### src/rtl/sta_result_receiver.sv
// -----------------------------------------------------------------------------
// sta_result_receiver
//
// Captures one result frame from the STA core, stores the path nodes in a
// DEPTH-entry buffer, and checks the frame for integrity. The checked result
// is then offered downstream over a valid/ready handshake. While the result
// is offered, the stored path can be read at random through rd_addr/rd_data.
//
// A frame is a run of consecutive in_valid cycles. in_worst_delay is sampled
// only on the first of those cycles, and each cycle carries one path node.
//
// Integrity checks:
//   err_start : first node is not START_NODE
//   err_end   : last *stored* node is not END_NODE
//   err_ovf   : frame carried more than DEPTH nodes (extra nodes are dropped)
//   err_dup   : a stored node index appeared twice in the frame
//               (only when DUP_CHECK_EN is defined; otherwise tied to 0)
//
// Build option: define DUP_CHECK_EN to enable the duplicate-node check.
//
// Ports:
//   clk, rst_n       clock, asynchronous active-low reset
//   in_valid         STA out_valid, high for the whole frame
//   in_worst_delay   STA worst_delay, sampled on the first frame cycle
//   in_path          STA path node, one per in_valid cycle
//   result_valid     result available (REPORT state)
//   result_ready     downstream accepts the result
//   result_delay     captured worst delay
//   result_len       number of stored nodes (1..DEPTH) while reporting
//   err_start/end/ovf/dup  integrity flags
//   rd_addr, rd_data path buffer read port (0 outside REPORT or past length)
//   drop_pulse       one-cycle pulse when a frame starts while a result is held
// -----------------------------------------------------------------------------
`timescale 1ns/1ps

module sta_result_receiver #(
    parameter int NODE_W     = 4,
    parameter int DEPTH      = 16,
    parameter int DELAY_W    = 8,
    parameter int START_NODE = 0,
    parameter int END_NODE   = 1,
    localparam int CNT_W     = $clog2(DEPTH + 1),
    localparam int ADDR_W    = $clog2(DEPTH)
) (
    input  logic               clk,
    input  logic               rst_n,
    input  logic               in_valid,
    input  logic [DELAY_W-1:0] in_worst_delay,
    input  logic [NODE_W-1:0]  in_path,
    output logic               result_valid,
    input  logic               result_ready,
    output logic [DELAY_W-1:0] result_delay,
    output logic [CNT_W-1:0]   result_len,
    output logic               err_start,
    output logic               err_end,
    output logic               err_ovf,
    output logic               err_dup,
    input  logic [NODE_W-1:0]  rd_addr,
    output logic [NODE_W-1:0]  rd_data,
    output logic               drop_pulse
);

    typedef enum logic [1:0] {
        IDLE,
        RECV,
        REPORT
    } state_t;

    localparam logic [CNT_W-1:0]  DEPTH_C = CNT_W'(DEPTH);
    localparam logic [NODE_W-1:0] START_C = NODE_W'(START_NODE);
    localparam logic [NODE_W-1:0] END_C   = NODE_W'(END_NODE);

    state_t             state_q, state_nxt;
    logic [CNT_W-1:0]   count_q;
    logic [NODE_W-1:0]  last_node_q;
    logic [DELAY_W-1:0] delay_q;
    logic               err_start_q, err_end_q, err_ovf_q;
    logic               drop_q;
    // Set while the current in_valid burst must be ignored (it began while a
    // result was held, or it was already in flight when reset released).
    // Cleared by any cycle with in_valid low, which re-arms frame capture.
    logic               ignore_q;
    logic [NODE_W-1:0]  mem [DEPTH];

    // FSM strobes
    logic frame_start;   // first node of an accepted frame (IDLE)
    logic node_store;    // further node written into the buffer
    logic node_ovf;      // node arrived with the buffer full, dropped
    logic frame_end;     // in_valid fell, frame complete
    logic handshake;     // result consumed downstream
    logic drop_nxt;      // frame start seen while reporting

    // -------------------------------------------------------------------------
    // State register
    // -------------------------------------------------------------------------
    always_ff @(posedge clk or negedge rst_n) begin
        if (!rst_n) begin
            state_q <= IDLE;
        end else begin
            // NOTE: clocked state uses non-blocking assignment so every
            // register samples pre-edge values regardless of block order.
            state_q <= state_nxt;
        end
    end

    // -------------------------------------------------------------------------
    // Next-state and control strobes
    // -------------------------------------------------------------------------
    always_comb begin
        // NOTE: every combinational output gets a default first, so no path
        // through the case statement can leave one unassigned (no latches).
        state_nxt   = state_q;
        frame_start = 1'b0;
        node_store  = 1'b0;
        node_ovf    = 1'b0;
        frame_end   = 1'b0;
        handshake   = 1'b0;
        drop_nxt    = 1'b0;

        case (state_q)
            IDLE: begin
                if (in_valid && !ignore_q) begin
                    frame_start = 1'b1;
                    state_nxt   = RECV;
                end
            end

            RECV: begin
                if (in_valid) begin
                    if (count_q < DEPTH_C) begin
                        node_store = 1'b1;
                    end else begin
                        node_ovf = 1'b1;
                    end
                end else begin
                    frame_end = 1'b1;
                    state_nxt = REPORT;
                end
            end

            REPORT: begin
                // in_valid with ignore_q clear is the first cycle of a new
                // burst, i.e. a rising edge of in_valid.
                if (in_valid && !ignore_q) begin
                    drop_nxt = 1'b1;
                end
                if (result_ready) begin
                    handshake = 1'b1;
                    state_nxt = IDLE;
                end
            end

            default: state_nxt = IDLE;
        endcase
    end

    // -------------------------------------------------------------------------
    // Frame bookkeeping and integrity flags
    // -------------------------------------------------------------------------
    always_ff @(posedge clk or negedge rst_n) begin
        if (!rst_n) begin
            count_q     <= '0;
            last_node_q <= '0;
            delay_q     <= '0;
            err_start_q <= 1'b0;
            err_end_q   <= 1'b0;
            err_ovf_q   <= 1'b0;
            drop_q      <= 1'b0;
            // Starts set so a burst already running at reset release is not
            // captured mid-frame; the first low cycle re-arms the block.
            ignore_q    <= 1'b1;
        end else begin
            drop_q   <= drop_nxt;
            ignore_q <= in_valid && (ignore_q || (state_q == REPORT));

            if (frame_start) begin
                delay_q     <= in_worst_delay;
                count_q     <= CNT_W'(1);
                last_node_q <= in_path;
                err_start_q <= (in_path != START_C);
                err_end_q   <= 1'b0;
                err_ovf_q   <= 1'b0;
            end

            if (node_store) begin
                count_q     <= count_q + 1'b1;
                last_node_q <= in_path;
            end

            if (node_ovf) begin
                err_ovf_q <= 1'b1;
            end

            // last_node_q mirrors entry[count-1], so no buffer read is needed.
            if (frame_end) begin
                err_end_q <= (last_node_q != END_C);
            end

            if (handshake) begin
                count_q     <= '0;
                err_start_q <= 1'b0;
                err_end_q   <= 1'b0;
                err_ovf_q   <= 1'b0;
            end
        end
    end

    // -------------------------------------------------------------------------
    // Path buffer
    // -------------------------------------------------------------------------
    logic              wr_en;
    logic [ADDR_W-1:0] wr_addr;

    assign wr_en   = frame_start || node_store;
    assign wr_addr = frame_start ? '0 : count_q[ADDR_W-1:0];

    always_ff @(posedge clk or negedge rst_n) begin
        if (!rst_n) begin
            // NOTE: the buffer is small and must read as zero after reset,
            // so it is built from resettable flops rather than a RAM macro.
            for (int i = 0; i < DEPTH; i++) begin
                mem[i] <= '0;
            end
        end else if (wr_en) begin
            mem[wr_addr] <= in_path;
        end
    end

    // -------------------------------------------------------------------------
    // Optional duplicate-node check
    // -------------------------------------------------------------------------
`ifdef DUP_CHECK_EN
    logic [DEPTH-1:0] visited_q;
    logic             err_dup_q;

    always_ff @(posedge clk or negedge rst_n) begin
        if (!rst_n) begin
            visited_q <= '0;
            err_dup_q <= 1'b0;
        end else begin
            if (frame_start) begin
                // Fresh mask holding only the first node.
                visited_q          <= '0;
                visited_q[in_path] <= 1'b1;
                err_dup_q          <= 1'b0;
            end
            // Only nodes that are actually stored take part in the check;
            // overflow nodes are discarded unseen.
            if (node_store) begin
                visited_q[in_path] <= 1'b1;
                if (visited_q[in_path]) begin
                    err_dup_q <= 1'b1;
                end
            end
            if (handshake) begin
                err_dup_q <= 1'b0;
            end
        end
    end

    assign err_dup = err_dup_q;
`else
    assign err_dup = 1'b0;
`endif

    // -------------------------------------------------------------------------
    // Outputs
    // -------------------------------------------------------------------------
    assign result_valid = (state_q == REPORT);
    assign result_delay = delay_q;
    assign result_len   = (state_q == REPORT) ? count_q : '0;
    assign err_start    = err_start_q;
    assign err_end      = err_end_q;
    assign err_ovf      = err_ovf_q;
    assign drop_pulse   = drop_q;

    // Stale entries beyond the current length are hidden, not cleared.
    assign rd_data = ((state_q == REPORT) && (CNT_W'(rd_addr) < count_q))
                     ? mem[ADDR_W'(rd_addr)] : '0;

endmodule
### config.mk
export PLATFORM = sky130hd
export DESIGN_NAME = sta_result_receiver
export DESIGN_NICKNAME = d
export VERILOG_FILES = /design/src/rtl/sta_result_receiver.sv
export SDC_FILE = /design/constraint.sdc
export NUM_CORES = 1
export LEC_CHECK = 0
export BUFFER_PORTS_ARGS = -buffer_cell sky130_fd_sc_hd__buf_2
export CORE_ASPECT_RATIO = 1.25
export CORE_MARGIN = 2
export CORE_UTILIZATION = 59
export CTS_CLUSTER_DIAMETER = 50
export CTS_CLUSTER_SIZE = 40
export DETAILED_ROUTE_END_ITERATION = 7
export GPL_TIMING_DRIVEN = 0
export PLACE_DENSITY = 0.8
export SLEW_MARGIN = 10
export SYNTH_ARGS = -nofsm -noshare
export SYNTH_HDL_FRONTEND = slang
export SYNTH_SLANG_ARGS = --single-unit
### constraint.sdc
create_clock -name clk -period 2.65 [get_ports clk]
set_input_delay 0.6625 -clock clk [delete_from_list [all_inputs] [get_ports clk]]
set_output_delay 0.6625 -clock clk [all_outputs]
set_load 0.05 [all_outputs]
==> results of run 1 <==
## sequential cells by signal, indices dropped and copies added, names as in the netlist
register and cells:
ignore_q 1, err_start 1, mem 64, last_node_q 4, state_q 2, count_q 5
drop_pulse 1, err_ovf 1, result_delay 8, err_end 1
## path summary, 6_finish.rpt
path                            startpoint         end  slack, ps
worst min-delay path                 rst_n     mem[63]        270
max in group asynchronous            rst_n     mem[20]       1760
worst max-delay path            rd_addr[1]  rd_data[2]        -20
min in group clk                   mem[54]     mem[54]        510
worst min register to register     mem[54]     mem[54]        510
worst max register to register  count_q[4]     mem[34]        650
## worst max-delay path: stages
cell	delay [ps]
buf_2	110
clkbuf_4	220
mux4_2	340
nor2b_1	160
a211oi_2	260
a211oi_4	80
buf_6	170
## where the power goes
part	total, uW	switching [uW]	internal (uW)
clock network	900	539	361
logic	1050	593	461
registers	1770	168	1610
total	3730	1300	2430
## routing by layer
layer	vias to the layer above	track usage	wire, um
met3	15	0.0467	310
li1	1209	-	-
met2	58	0.431	4780
met4	0	0.0860	148
met1	1399	0.348	3870
met5	-	0	0
## layout by cell type (no fill, tap or decap), types with 5 or more instances in the layout
| cell type | synthesis | layout |
|---|---|---|
| a21oi_1 | 6 | 5 |
| nand2_1 | 13 | 12 |
| dfrtp_1 | 87 | 85 |
| mux2_2 | 63 | 63 |
| nor2_1 | 16 | 16 |
| buf_2 | 5 | 38 |
| clkbuf_8 | 0 | 9 |
| buf_6 | 0 | 6 |
| mux4_2 | 16 | 16 |
| o21ai_0 | 6 | 6 |
| buf_4 | 2 | 5 |
| mux2_4 | 13 | 13 |
## kinds of logic after synthesis
family / count (synthesis) / share of synthesized area
muxes: 93 / 0.301
DFF: 88 / 0.520
and+or+nand+nor: 64 / 0.0969
AOI/OAI and AO/OA: 30 / 0.0470
buffers and inverters: 21 / 0.0219
adders and majority gates: 4 / 0.0118
other: 1 / 0.000886
## area by class of cell
class	count	area [sq um]
sequential	88	2210
tap	90	113
inverter	7	28.8
buffer	13	96.3
clock inverter	7	61.3
multi-input combinational	192	2070
timing repair buffer	45	289
fill	491	1990
clock buffer	9	124
## stage by stage
step | worst slack, ps | total power [uW] | util | cells
2_1_floorplan | 9.04 | 2530 | - | 301
3_3_place_gp | -418 | 2750 | 0.665 | 431
3_5_place_dp | -449 | 2810 | 0.669 | 432
4_1_cts | -110 | 3740 | 0.714 | 451
5_1_grt | -88.9 | 3900 | 0.714 | 451
6_report | -18.1 | 3730 | 0.714 | 451
## repair_timing
action	CTS	global route
setup buffers	4	0
endpoints found under the setup margin	6	6
gates resized for setup	29	4
pin swaps	6	4
hold buffers	0	0
==> impl_metrics.py, run 1 <==
metrics = {
    "global_route": {
        "grt_max_degree": 50,
        "grt_pass1_vias": 2908,
        "grt_util_all_layers": 0.259,
        "grt_antenna_before_repair": 0,
        "overflow": 0,
        "grt_pass1_wl_um": 15300,
    },
    "detailed_routing": {
        "vias_per_cell": 5.94,
        "drt-initial-drc-count": 119,
        "avgRoutedWirePerCell_um": 20.2,
        "ant_nets": 0,
        "wl_um": 9110,
        "drt-pass1-iter-count": 4,
        "drc": 0,
        "routed-via-count": 2681,
    },
    "final_layout": {
        "diodes": 0,
        "area_delta_synth_final_pct": 17.7,
        "layout.nets": 380,
        "layout-drive-gt1-share": 0.543,
        "final_cell_area_sq_um": 4980,
    },
    "floorplanning": {
        "num_rows": 34,
        "die_h_um": 98.7,
        "coreArea_sq_um": 6980,
        "io_pins": 43,
        "die_area_sq_um": 7870,
        "start_util": 0.607,
        "dieWidth_um": 79.8,
    },
    "synth": {
        "ys_ff_latch": 88,
        "synth.top_cell.area_share": 0.514,
        "ys_types": 46,
        "synth_area_leaders": "dfrtp_1 51%, mux2_2 17%, mux4_2 8.5%, mux2_4 4.6%, nor2_1 1.4%",
        "yosys_warnings": 0,
        "avgSynthCellArea_sq_um": 14.1,
        "synth_ff_type": "dfrtp_1",
        "synth-edff-count": 0,
        "synth_fp_nets": 325,
        "synth_cells": 301,
        "synth_area_sq_um": 4230,
        "synth_common_cells": "87 x dfrtp_1, 63 x mux2_2, 16 x mux4_2, 16 x nor2_1",
        "ys_seq_area_frac": 0.520,
        "async_flop_share": 1.00,
        "synth.most_common_cell": "dfrtp_1",
        "yosys.area.top_type": "dfrtp_1",
    },
    "placed_design": {
        "dp_hpwl_um": 6520,
        "placed_cell_area_sq_um": 4670,
        "gp_congestion": 0.898,
        "place.port_buffers": 40,
    },
    "clocking": {
        "clock_sinks": 88,
        "h-tree-depth": 3,
        "clock_latency_ps": 370,
        "cts_buffer_depth": 2,
        "numCtsBuffers": 9,
        "cts_tree": "yes",
        "cts_root_buffer": "clkbuf_8",
        "cts.clk_slew.worst_paths_ps": 90,
    },
    "timing": {
        "slew_headroom": 0.623,
        "tightest_slew_ps": 566,
        "fin_crit_sh": 1.01,
        "clock-skew-final_ps": 6.47,
        "setup_viol": 1,
        "tns_ps": -18.1,
        "fin_hold_ws_ps": 274,
        "fmax_mhz": 375,
        "fin_crit_ps": 2670,
        "setup_slack_ps": -18.1,
        "hold_viol_final": 0,
        "rsz0062_at_grt": "true",
        "drv_slew": 0,
    },
    "power_and_ir_drop": {
        "ir_worst_vdd_mv": 0.643,
        "leakagePower_uw": 0.00232,
        "p_per_area_nw_per_um2": 748,
    },
    "outcome": {
        "violations": "negative setup slack",
        "status": "finished, violations left",
    },
    "setup_path": {
        "worstSetupStartpointType": "input port",
        "arrival_ps": 2010,
        "worst_ep_required_time_ps": 1990,
        "cp_max_fo": 9,
        "critical_path_class": "input port to output port",
        "r2r_cells": 4,
        "end_kind": "output port",
    },
    "hold_path": {
        "hold_path_class": "input port to async pin",
    },
    "flow_run": {
        "maxCapViolCount": 0,
    },
}
(Power assumes the default switching activity.)
==> run 2: changes to the inputs <==
--- a/config.mk
+++ b/config.mk
@@ -13,6 +13,7 @@
 export CTS_CLUSTER_SIZE = 40
 export DETAILED_ROUTE_END_ITERATION = 7
 export GPL_TIMING_DRIVEN = 0
+export MAX_ROUTING_LAYER = met4
 export PLACE_DENSITY = 0.8
 export SLEW_MARGIN = 10
 export SYNTH_ARGS = -nofsm -noshare
==> run 2 against run 1 <==
Net effect:
- the flow still finishes with violations (negative setup slack)
- core utilization unchanged
- non-clock buffer count unchanged
- sequential power about the same
- cell area did not move
- clock-buffer cell count stayed put
- critical endpoint unchanged
==> impl_metrics.py, run 2 (synthesis results as in run 1) <==
metrics = {
    "setup_path": {
        "worst_ep_required_time_ps": 1990,
        "worstSetupStartpointType": "input port",
        "arrival_ps": 2010,
        "cp_max_fo": 9,
        "critical_path_class": "input port to output port",
        "end_kind": "output port",
    },
    "timing": {
        "tightest_slew_ps": 549,
        "rsz0062_at_grt": "true",
        "fin_crit_sh": 1.01,
        "clock-skew-final_ps": 6.78,
        "hold_viol_final": 0,
        "fin_hold_ws_ps": 277,
        "setup_viol": 2,
        "slew_headroom": 0.631,
        "fin_crit_ps": 2670,
        "fmax_mhz": 374,
        "drv_slew": 0,
        "setup_slack_ps": -22.9,
    },
    "final_layout": {
        "area_delta_synth_final_pct": 17.7,
        "layout_common_cells": "85 x dfrtp_1, 63 x mux2_2, 38 x buf_2",
        "largest_register_ffs": 64,
        "regMostFlops": "mem",
        "layout-drive-gt1-share": 0.543,
        "layout.nets": 380,
        "fillers": 491,
        "final_common_cell": "dfrtp_1",
        "diodes": 0,
    },
    "outcome": {
        "status": "finished, violations left",
        "violations": "negative setup slack",
    },
    "placed_design": {
        "place.port_buffers": 40,
        "gp_congestion": 0.914,
        "dp_worst_setup_slack_ps": -449,
        "dp_hpwl_um": 6520,
    },
    "power_and_ir_drop": {
        "ir_worst_vdd_mv": 0.643,
        "p_total_uw": 3730,
        "p_int_uw": 2430,
        "p_sw_uw": 1300,
        "p_per_area_nw_per_um2": 747,
        "swShare": 0.348,
        "p_seq_frac": 0.477,
        "leakagePower_uw": 0.00232,
        "clkPwrFrac": 0.240,
        "combPwrFrac": 0.283,
    },
    "global_route": {
        "grt_max_degree": 50,
        "grt_pass1_wl_um": 15200,
        "grt_pass1_vias": 2909,
        "overflow": 0,
        "grt_antenna_before_repair": 0,
        "grt_util_all_layers": 0.266,
    },
    "floorplanning": {
        "num_rows": 34,
        "dieWidth_um": 79.8,
        "start_util": 0.607,
        "io_pins": 43,
        "coreArea_sq_um": 6980,
        "die_h_um": 98.7,
        "die_area_sq_um": 7870,
    },
    "detailed_routing": {
        "drt-initial-drc-count": 139,
        "ant_nets": 0,
        "drc": 0,
        "wl_met3_um": 380,
        "routed-via-count": 2679,
        "wl_um": 9100,
        "vias_per_cell": 5.94,
        "avgRoutedWirePerCell_um": 20.2,
        "met2_length_um": 4760,
        "maxUsedRoutingLayer": "met4",
        "wl_met1_um": 3810,
        "drt-pass1-iter-count": 5,
    },
    "clocking": {
        "numCtsBuffers": 9,
        "clock_sinks": 88,
        "clock_latency_ps": 360,
        "h-tree-depth": 3,
        "cts_buffer_depth": 2,
        "cts_root_buffer": "clkbuf_8",
        "cts.clk_slew.worst_paths_ps": 90,
        "cts_tree": "yes",
    },
    "hold_path": {
        "hold_path_class": "input port to async pin",
    },
    "flow_run": {
        "maxCapViolCount": 0,
    },
}
run 2: worst max-delay path, cell delays in order:
cell and delay [ps]:
buf_2 110, clkbuf_4 230, mux4_2 340, nor2b_1 160, a211oi_2 260, a211oi_4 80
buf_6 170
run 2: power groups by stage:
stage               Clock (uW)  Sequential, uW  Combinational (uW)
finish                     896            1780                1050
global route               966            1800                1130
CTS                        905            1770                1060
detailed placement           0            1780                1030
global placement             0            1760                 998
floorplan                    0            1920                 607
run 2: final cells by class:
| cell class | instances | area (sq um) | area share |
|---|---|---|---|
| buffer | 13 | 96.3 | 0.0193 |
| clock buffer | 9 | 124 | 0.0248 |
| clock inverter | 7 | 61.3 | 0.0123 |
| inverter | 7 | 28.8 | 0.00577 |
| multi-input combinational | 192 | 2070 | 0.415 |
| sequential | 88 | 2210 | 0.443 |
| tap | 90 | 113 | 0.0226 |
| timing repair buffer | 45 | 289 | 0.0580 |
run 2: layer usage:
| layer | vias up | GRT usage |
|---|---|---|
| met5 | - | - |
| met4 | 0 | 0.0860 |
| met3 | 19 | 0.0412 |
| met2 | 74 | 0.431 |
| met1 | 1377 | 0.348 |
| li1 | 1209 | - |
run 2: final timing paths:
check                                 from         end  slack, ps  depth (start not counted)
worst max register to register  count_q[4]     mem[34]        640                          4
min in group clk                   mem[54]     mem[54]        510                          1
worst min-delay path                 rst_n     mem[63]        280                          1
max in group asynchronous            rst_n     mem[20]       1760                          2
worst min register to register     mem[54]     mem[54]        510                          1
worst max-delay path            rd_addr[1]  rd_data[2]        -20                          7
run 2: timing repair:
item / CTS / global route
hold buffers: 0 / 0
setup buffers: 4 / 0
endpoints found under the setup margin: 6 / 6
pin swaps: 6 / 4
resized for setup: 29 / 4
run 2: stage by stage:
| step | cells | util | setup TNS, ps | instance area, sq um |
|---|---|---|---|---|
| final | 451 | 0.714 | -24.6 | 4980 |
| after global routing | 451 | 0.714 | -250 | 4980 |
| after CTS | 451 | 0.714 | -197 | 4980 |
| after detailed placement | 432 | 0.669 | -1580 | 4670 |
| after global placement | 431 | 0.665 | -1490 | 4640 |
| after floorplan | 301 | - | 0 | 4320 |
==> run 3: changes to the inputs <==
--- a/config.mk
+++ b/config.mk
@@ -14,7 +14,7 @@
 export DETAILED_ROUTE_END_ITERATION = 7
 export GPL_TIMING_DRIVEN = 0
 export MAX_ROUTING_LAYER = met4
-export PLACE_DENSITY = 0.8
+export PLACE_DENSITY = 0.77
 export SLEW_MARGIN = 10
 export SYNTH_ARGS = -nofsm -noshare
 export SYNTH_HDL_FRONTEND = slang
==> run 3 against run 2 <==
Net effect:
- the run still ends with negative setup slack left
- critical path depth did not move
- fmax decreased by 1.8%
- clock skew rose by 6.1 ps
- critical endpoint is now rd_data[0]
==> impl_metrics.py, run 3 (synthesis results as in run 1) <==
metrics = {
    "outcome": {
        "status": "finished, violations left",
        "violations": "negative setup slack",
    },
    "final_layout": {
        "largest_register_ffs": 64,
        "diodes": 0,
        "regMostFlops": "mem",
        "area_delta_synth_final_pct": 19.9,
        "fin_cells": 456,
        "layout.nets": 385,
        "layout_common_cells": "85 x dfrtp_1, 63 x mux2_2, 36 x buf_2",
        "final_common_cell": "dfrtp_1",
        "layout-drive-gt1-share": 0.549,
    },
    "floorplanning": {
        "dieWidth_um": 79.8,
        "io_pins": 43,
        "coreArea_sq_um": 6980,
        "die_area_sq_um": 7870,
        "start_util": 0.607,
        "num_rows": 34,
        "die_h_um": 98.7,
    },
    "timing": {
        "drv_slew": 0,
        "tightest_slew_ps": 633,
        "fin_crit_sh": 1.03,
        "fmax_mhz": 367,
        "slew_headroom": 0.575,
        "setup_viol": 4,
        "hold_viol_final": 0,
        "fin_crit_ps": 2720,
        "setup_slack_ps": -73.2,
        "tns_ps": -208,
        "rsz0062_at_grt": "true",
        "clock-skew-final_ps": 12.9,
    },
    "clocking": {
        "cts_hold_buf": 0,
        "cts_tree": "yes",
        "cts_buffer_depth": 2,
        "cts.clk_slew.worst_paths_ps": 100,
        "clock_latency_ps": 360,
        "clock_sinks": 88,
        "cts_root_buffer": "clkbuf_8",
        "h-tree-depth": 3,
        "numCtsBuffers": 9,
    },
    "setup_path": {
        "cp_max_fo": 10,
        "worst_ep_required_time_ps": 1990,
        "critical_path_class": "input port to output port",
        "worstSetupStartpointType": "input port",
        "arrival_ps": 2060,
        "end_kind": "output port",
    },
    "power_and_ir_drop": {
        "ir_worst_vdd_mv": 0.565,
        "leakagePower_uw": 0.00236,
        "p_per_area_nw_per_um2": 777,
    },
    "flow_run": {
        "maxCapViolCount": 0,
    },
    "placed_design": {
        "gp_congestion": 0.825,
        "dp_worst_setup_slack_ps": -506,
        "dp_hpwl_um": 6530,
        "place.port_buffers": 40,
        "dp_cells": 432,
    },
    "hold_path": {
        "hold_path_class": "input port to async pin",
    },
    "detailed_routing": {
        "avgRoutedWirePerCell_um": 20.4,
        "drt-pass1-iter-count": 4,
        "wl_um": 9280,
        "drc": 0,
        "drt-initial-drc-count": 165,
        "routed-via-count": 2699,
        "vias_per_cell": 5.92,
        "ant_nets": 0,
    },
    "global_route": {
        "overflow": 0,
        "grt_pass1_wl_um": 15200,
        "grt_pass1_vias": 2922,
        "grt-busiest-layer": "met2",
        "met1_usage": 0.344,
        "gr-usage-met3": 0.0339,
        "met2_usage": 0.424,
        "grt_util_all_layers": 0.266,
        "grt_max_degree": 55,
        "grt_antenna_before_repair": 0,
    },
}
==> run 3: changes by cell type in the layout (fill, tap and decap cells not counted), sizes merged <==
cell / previous run / this run
buf: 52 / 57
inv: 12 / 9
bufinv: 0 / 2
clkinvlp: 2 / 3
==> run 3: area by class of cell <==
type	instances	area, sq um
plain buffers	13	93.8
clock buffers	9	124
clock inverters	7	103
fillers	475	1900
inverters	7	28.8
multi-input cells	192	2060
flip-flops and latches	88	2210
well taps	90	113
repair buffers	50	352
==> run 3: worst paths after layout <==
kind                            slack (ps)          to  cells past startpoint  startpoint
max in group asynchronous             1760      mem[6]                      2       rst_n
worst max-delay path                   -70  rd_data[0]                      7  rd_addr[2]
min in group clk                       510     mem[39]                      1     mem[39]
worst max register to register         480     mem[55]                     11  count_q[1]
worst min-delay path                   260     mem[28]                      1       rst_n
worst min register to register         510     mem[39]                      1     mem[39]
==> run 3: routing by layer <==
metal	vias up	wire, um	share of wire
li1	1223	-	-
met1	1389	4040	0.44
met2	65	4640	0.50
met3	22	330	0.036
met4	0	274	0.030
met5	-	0	0
==> run 3: worst max-delay path, stage by stage <==
cell and delay (ps):
buf_2 90, clkbuf_2 270, buf_6 210, mux4_2 330, a22oi_2 220, a31oi_4 110, buf_6 170
==> run 3: per-stage QoR <==
step	total power [uW]	hold WS (ps)	area (sq um)	utilization
2_1_floorplan	2530	367	4320	-
3_3_place_gp	2770	482	4640	0.665
3_5_place_dp	2820	488	4670	0.669
4_1_cts	3950	264	5060	0.725
5_1_grt	4120	290	5080	0.728
6_report	3940	259	5080	0.728
==> run 3: power by group <==
| group | total (uW) | switching (uW) | internal, uW | leakage (uW) |
|---|---|---|---|---|
| clock | 1040 | 504 | 540 | 0.000104 |
| combinational | 1130 | 627 | 507 | 0.00110 |
| sequential | 1770 | 160 | 1610 | 0.00115 |
==> run 3: timing repair <==
action / CTS / global route
endpoints found under the setup margin: 6 / 7
buffers inserted: 9 / 0
pin swaps: 3 / 3
gates resized for setup: 26 / 8
